### src/rtl/bcd_seg_scan_if.sv
// ---------------------------------------------------------------------------
// bcd_seg_scan_if
//
// Bundles the data-side and display-side signals of the two-digit
// multiplexed seven-segment driver.
//
//   bcd_in  [7:0]  packed BCD byte, [7:4] tens and [3:0] ones
//   load           capture strobe for bcd_in
//   seg     [6:0]  segments {g,f,e,d,c,b,a}, active-low
//   an      [1:0]  digit enables, active-low: an[0] ones, an[1] tens
//   invalid        latched byte holds a nibble greater than 9
//
// The master modport is the side that produces BCD values and reads the
// display pins. The slave modport is the driver itself.
// ---------------------------------------------------------------------------
interface bcd_seg_scan_if;
    logic [7:0] bcd_in;
    logic       load;
    logic [6:0] seg;
    logic [1:0] an;
    logic       invalid;

    modport master (
        output bcd_in,
        output load,
        input  seg,
        input  an,
        input  invalid
    );

    modport slave (
        input  bcd_in,
        input  load,
        output seg,
        output an,
        output invalid
    );
endinterface

### src/rtl/bcd_seg_scan.sv
// ---------------------------------------------------------------------------
// bcd_seg_scan
//
// Two-digit multiplexed seven-segment display driver. It latches a packed
// BCD byte on a load strobe. It then time-multiplexes the ones and tens
// digits onto one shared active-low segment bus. A blank phase follows
// each digit so that the previous digit does not ghost onto the next one.
// Scan order: ones, gap, tens, gap. Each phase lasts DIV clock cycles.
//
// Parameters
//   DIV    clk cycles per scan phase (minimum 2)
//
// Ports
//   clk    system clock, rising edge
//   rst_n  asynchronous active-low reset
//   bus    bcd_seg_scan_if.slave (bcd_in, load in; seg, an, invalid out)
//
// Optional feature
//   BCD_SCAN_LZB_EN  When defined, the tens digit stays dark if it is 0.
//                    The length of the tens phase does not change.
// ---------------------------------------------------------------------------
module bcd_seg_scan #(
    parameter int DIV = 50000
) (
    input  logic                clk,
    input  logic                rst_n,
    bcd_seg_scan_if.slave       bus
);

    localparam int               CNT_W   = $clog2(DIV);
    localparam logic [CNT_W-1:0] CNT_MAX = CNT_W'(DIV - 1);

    localparam logic [6:0] SEG_BLANK = 7'h7F;
    localparam logic [1:0] AN_NONE   = 2'b11;
    localparam logic [1:0] AN_ONES   = 2'b10;
    localparam logic [1:0] AN_TENS   = 2'b01;

    typedef enum logic [1:0] {
        S_ONES,
        S_GAP0,
        S_TENS,
        S_GAP1
    } state_e;

    state_e           state_q, state_d;
    logic [CNT_W-1:0] cnt_q, cnt_d;
    logic [7:0]       bcd_q, bcd_d;
    logic             invalid_q, invalid_d;
    logic [6:0]       seg_q, seg_d;
    logic [1:0]       an_q, an_d;
    logic             tick;

    // Active-low decode. A non-decimal nibble is shown as a lone g segment
    // (a dash), so a bad input is visible on the display.
    function automatic logic [6:0] decode(input logic [3:0] digit);
        logic [6:0] pattern;
        case (digit)
            4'd0:    pattern = 7'h40;
            4'd1:    pattern = 7'h79;
            4'd2:    pattern = 7'h24;
            4'd3:    pattern = 7'h30;
            4'd4:    pattern = 7'h19;
            4'd5:    pattern = 7'h12;
            4'd6:    pattern = 7'h02;
            4'd7:    pattern = 7'h78;
            4'd8:    pattern = 7'h00;
            4'd9:    pattern = 7'h10;
            default: pattern = 7'h3F;
        endcase
        return pattern;
    endfunction

    assign tick = (cnt_q == CNT_MAX);

    // Next-state logic for the prescaler, the scan FSM, the registered
    // display outputs and the capture register. The display pattern is
    // worked out only on the tick edge. It uses the state being entered
    // and the byte held before that edge. Because of this, a load in the
    // middle of a phase, or on the tick edge itself, cannot disturb the
    // digit currently being shown.
    always_comb begin
        cnt_d     = tick ? '0 : cnt_q + CNT_W'(1);
        state_d   = state_q;
        an_d      = an_q;
        seg_d     = seg_q;
        bcd_d     = bcd_q;
        invalid_d = invalid_q;

        if (tick) begin
            case (state_q)
                S_ONES:  state_d = S_GAP0;
                S_GAP0:  state_d = S_TENS;
                S_TENS:  state_d = S_GAP1;
                default: state_d = S_ONES;
            endcase

            case (state_d)
                S_ONES: begin
                    an_d  = AN_ONES;
                    seg_d = decode(bcd_q[3:0]);
                end
                S_TENS: begin
`ifdef BCD_SCAN_LZB_EN
                    if (bcd_q[7:4] == 4'd0) begin
                        an_d  = AN_NONE;
                        seg_d = SEG_BLANK;
                    end else begin
                        an_d  = AN_TENS;
                        seg_d = decode(bcd_q[7:4]);
                    end
`else
                    an_d  = AN_TENS;
                    seg_d = decode(bcd_q[7:4]);
`endif
                end
                default: begin
                    an_d  = AN_NONE;
                    seg_d = SEG_BLANK;
                end
            endcase
        end

        if (bus.load) begin
            bcd_d     = bus.bcd_in;
            invalid_d = (bus.bcd_in[7:4] > 4'd9) | (bus.bcd_in[3:0] > 4'd9);
        end
    end

    // State register. Reset parks the scan in the last gap with the display
    // dark. The first tick then enters the ones phase.
    always_ff @(posedge clk or negedge rst_n) begin
        if (!rst_n) begin
            cnt_q     <= '0;
            state_q   <= S_GAP1;
            bcd_q     <= 8'h00;
            invalid_q <= 1'b0;
            an_q      <= AN_NONE;
            seg_q     <= SEG_BLANK;
        end else begin
            cnt_q     <= cnt_d;
            state_q   <= state_d;
            bcd_q     <= bcd_d;
            invalid_q <= invalid_d;
            an_q      <= an_d;
            seg_q     <= seg_d;
        end
    end

    assign bus.seg     = seg_q;
    assign bus.an      = an_q;
    assign bus.invalid = invalid_q;

endmodule

### src/flat_wrapper.sv
// flat-port wrapper written by rule: the top's interface ports become plain ports
module bcd_seg_scan_flat 
#(
    parameter int DIV = 50000
)
  (clk, rst_n, bus_bcd_in, bus_load, bus_seg, bus_an, bus_invalid);
  bcd_seg_scan_if bus_i ();
  input  logic clk;
  input  logic rst_n;
  input wire logic [$bits(bus_i.bcd_in)-1:0] bus_bcd_in;
  input wire logic [$bits(bus_i.load)-1:0] bus_load;
  output wire logic [$bits(bus_i.seg)-1:0] bus_seg;
  output wire logic [$bits(bus_i.an)-1:0] bus_an;
  output wire logic [$bits(bus_i.invalid)-1:0] bus_invalid;
  assign bus_i.bcd_in = bus_bcd_in;
  assign bus_i.load = bus_load;
  assign bus_seg = bus_i.seg;
  assign bus_an = bus_i.an;
  assign bus_invalid = bus_i.invalid;
  bcd_seg_scan #(.DIV(DIV)) u_core (.clk(clk), .rst_n(rst_n), .bus(bus_i));
endmodule
### config.mk
export PLATFORM = sky130hd
export DESIGN_NAME = bcd_seg_scan_flat
export DESIGN_NICKNAME = d
export VERILOG_FILES = /design/src/rtl/bcd_seg_scan_if.sv /design/src/rtl/bcd_seg_scan.sv /design/src/flat_wrapper.sv
export SDC_FILE = /design/constraint.sdc
export NUM_CORES = 1
export LEC_CHECK = 0
export BUFFER_PORTS_ARGS = -buffer_cell sky130_fd_sc_hd__buf_2
export CORE_UTILIZATION = 50
export DETAILED_ROUTE_END_ITERATION = 12
export PLACE_DENSITY = 0.65
export SYNTH_ARGS = -nofsm -noshare
export SYNTH_HDL_FRONTEND = slang
export SYNTH_SLANG_ARGS = --single-unit
### constraint.sdc
create_clock -name clk -period 2.95 [get_ports clk]
set_input_delay 0.59 -clock clk [delete_from_list [all_inputs] [get_ports clk]]
set_output_delay 0.59 -clock clk [all_outputs]
set_load 0.01 [all_outputs]
==> reports/qor.yml <==
worstSetupEndpointType: "flop"
post_cts_buffers: 0
rows: 23
timing.slew.headroom_pct: 46.3
tightestPinTransition_ns: 0.805
antenna_cells: 0
critPathRequiredTime_ns: 3.17
drt-pass1-iter-count: 4
cts_tree: "yes"
grt_antenna_before_repair: 0
clock-sinks: 36
die_w_um: 67.1
cts-buffers-inserted: 5
drv_slew: 0
max-clock-path-buffers: 2
cts-resized-gates: 0
critPathLaunchType: "flop"
avgViaCountPerCell: 5.51
cts_root_buffer: "clkbuf_8"
layout_setup_ws_ns: 0.872
syn-mean-instance-area_um2: 9.86
area_growth_pct: 10.6
synth.distinct_cells: 39
finalSetupViolCount: 0
fmax_mhz: 481
final_common_cell: "dfrtp_1"
drive_above_1_share_pct: 22.3
grt.total_usage_pct: 21.0
status: "finished clean"
cts_max_level: 2
seq_area_frac_synth_pct: 43.2
maxCapViolCount: 0
setup_tns_ns: 0
ir_drop_v: 0.000297
clkLatencyLatePin_ns: 0.29
stdcell_count: 283
postCtsHoldBufs: 0
cp.arrival_ns: 2.30
final_hold_viol_count: 0
fillerInstances: 371
route.detailed.drc: 0
cp_max_fo: 26
drt_iter0_markers: 59
fin_worst_skew_ns: 0.00802
fin_nets: 262
start_util_pct: 52.6
p_per_area_nw_per_um2: 444
core_um2: 4030
post_drt_wl_per_cell_um: 14.5
overflow: 0
vias: 1558
dp_slack_ns: 0.877
yosys_warnings: 0
grt_pass1_vias: 1499
die_area_um2: 4500
hold_path.class: "in2async"
portBuffers: 20
fin_crit_ns: 2.08
grt_pass1_wl_um: 6880
fin_crit_sh_pct: 70.4
placedCellCount: 275
rr_startpoint: "u_core.cnt_q[11]"
netlist_area_um2: 2120
worstSetupPathType: "reg2reg"
mostFrequentLayoutCells: "dfrtp_1 (25), buf_2 (20), ha_1 (19), nand2_1 (18), o21ai_0 (16)"
ant_nets: 0
path_clk_slew_ns: 0.07
r2r_cells: 4
ys_ff_latch: 36
gp_congestion: 0.928
hpwl_um: 2970
totalWireLength_um: 4110
grt_setup_unrepaired: "no"
synth_cells: 215
p_leak_nw: 1.06
pin_count: 21
reg2reg_to: "u_core.bus.seg[6]"
reg2reg_slack_ns: 0.87
grt_max_degree: 37
syn_nets: 245
die-height_um: 67.1
==> worst max-delay path, cell delays in order, from the launching register on <==
cell and delay [ns]:
dfrtp_1 0.45, or4b_4 0.55, nor4_4 0.30, buf_4 0.34, mux2_2 0.37
==> where the power goes <==
group	switching (W)	internal, W	total (W)	leakage (nW)
combinational	0.0000508	0.0000374	0.0000882	0.574
sequential	0.0000236	0.000506	0.000529	0.429
clock	0.000174	0.000251	0.000424	0.0552
total	0.000248	0.000794	0.00104	1.06
==> synthesized netlist by cell type <==
cell type,number,area [µm²]
a21boi_0,2,15.0
a21o_1,1,7.51
a21oi_1,7,35.0
a311o_1,1,10.0
a31oi_1,7,43.8
a31oi_2,1,12.5
and3_1,3,18.8
and4_1,3,26.3
buf_4,1,7.51
buf_6,1,11.3
clkbuf_1,9,33.8
dfrtp_1,25,626
dfstp_2,11,289
ha_1,19,238
inv_1,14,52.6
mux2_2,6,67.6
mux2i_1,2,20.0
nand2_1,18,67.6
nand2b_1,6,37.5
nand3_1,6,30.0
nand3b_1,1,7.51
nand4_1,2,12.5
nor2_1,14,52.6
nor2b_1,4,25.0
nor3_1,1,5.00
nor4_4,1,21.3
o211ai_1,1,7.51
o21ai_0,16,80.1
o21ai_1,4,20.0
o221ai_1,4,35.0
o22a_1,3,26.3
o22ai_1,1,6.26
o31ai_1,2,15.0
or2_2,3,18.8
or3_1,1,6.26
or4_1,1,7.51
or4b_4,2,27.5
xnor2_1,5,43.8
xor2_1,6,52.6
==> stage by stage <==
stage	utilization, %	power [W]	hold slack [ns]	instance area (µm²)
final	58.2	0.00104	0.389	2340
after floorplan	-	0.000592	0.294	2120
after global placement	55.5	0.000621	0.453	2240
after global routing	58.2	0.00109	0.439	2340
after detailed placement	55.5	0.000625	0.459	2240
after CTS	58.2	0.00105	0.408	2340
==> metal layers <==
| layer | vias to the layer above | global-route usage (%) | part of all wire [%] |
|---|---|---|---|
| li1 | 779 | - | - |
| met1 | 741 | 28.0 | 52 |
| met2 | 33 | 32.1 | 42 |
| met3 | 5 | 6.51 | 3.9 |
| met4 | 0 | 6.91 | 1.2 |
| met5 | - | 0 | 0 |
==> kinds of logic after synthesis <==
kind of cell             Yosys count  synth area share [%]
flip-flops                        36                  43.2
AO/OA/AOI/OAI                     50                  14.8
adder cells (fa/ha/maj)           19                  11.2
AND/OR/NAND/NOR                   66                  17.2
XOR/XNOR                          11                  4.55
multiplexers                       8                  4.13
buffers and inverters             25                  4.96
==> registers in the layout (all words and copies together), names as in the netlist <==
name and flops:
u_core.bus.seg 7, u_core.bus.an 2, u_core.bus.invalid 1, u_core.bcd_q 8, u_core.cnt_q 16, u_core.state_q 2
==> how the worst max path moves through the flow <==
stage / endpoint / from / cells after the start / slack, ns
final: u_core.bus.seg[6] / u_core.cnt_q[11] / 4 / 0.87
after detailed placement: u_core.bus.seg[6] / u_core.cnt_q[7] / 4 / 0.88
after global placement: u_core.bus.seg[6] / u_core.cnt_q[7] / 4 / 0.91
after floorplan: u_core.bus.seg[6] / u_core.cnt_q[7] / 3 / 1.06
after CTS: u_core.bus.seg[6] / u_core.cnt_q[7] / 4 / 0.87
after global routing: u_core.bus.seg[6] / u_core.cnt_q[4] / 4 / 0.75
==> cell type report <==
type	count	area (µm²)	area share, %
Tap cell	50	62.6	2.67
Multi-Input combinational cell	154	1100	46.9
Sequential cell	36	915	39.0
Inverter	14	52.6	2.24
Clock inverter	2	35.0	1.49
Clock buffer	6	72.6	3.09
Timing Repair Buffer	21	108	4.59
(Power assumes the default switching activity.)
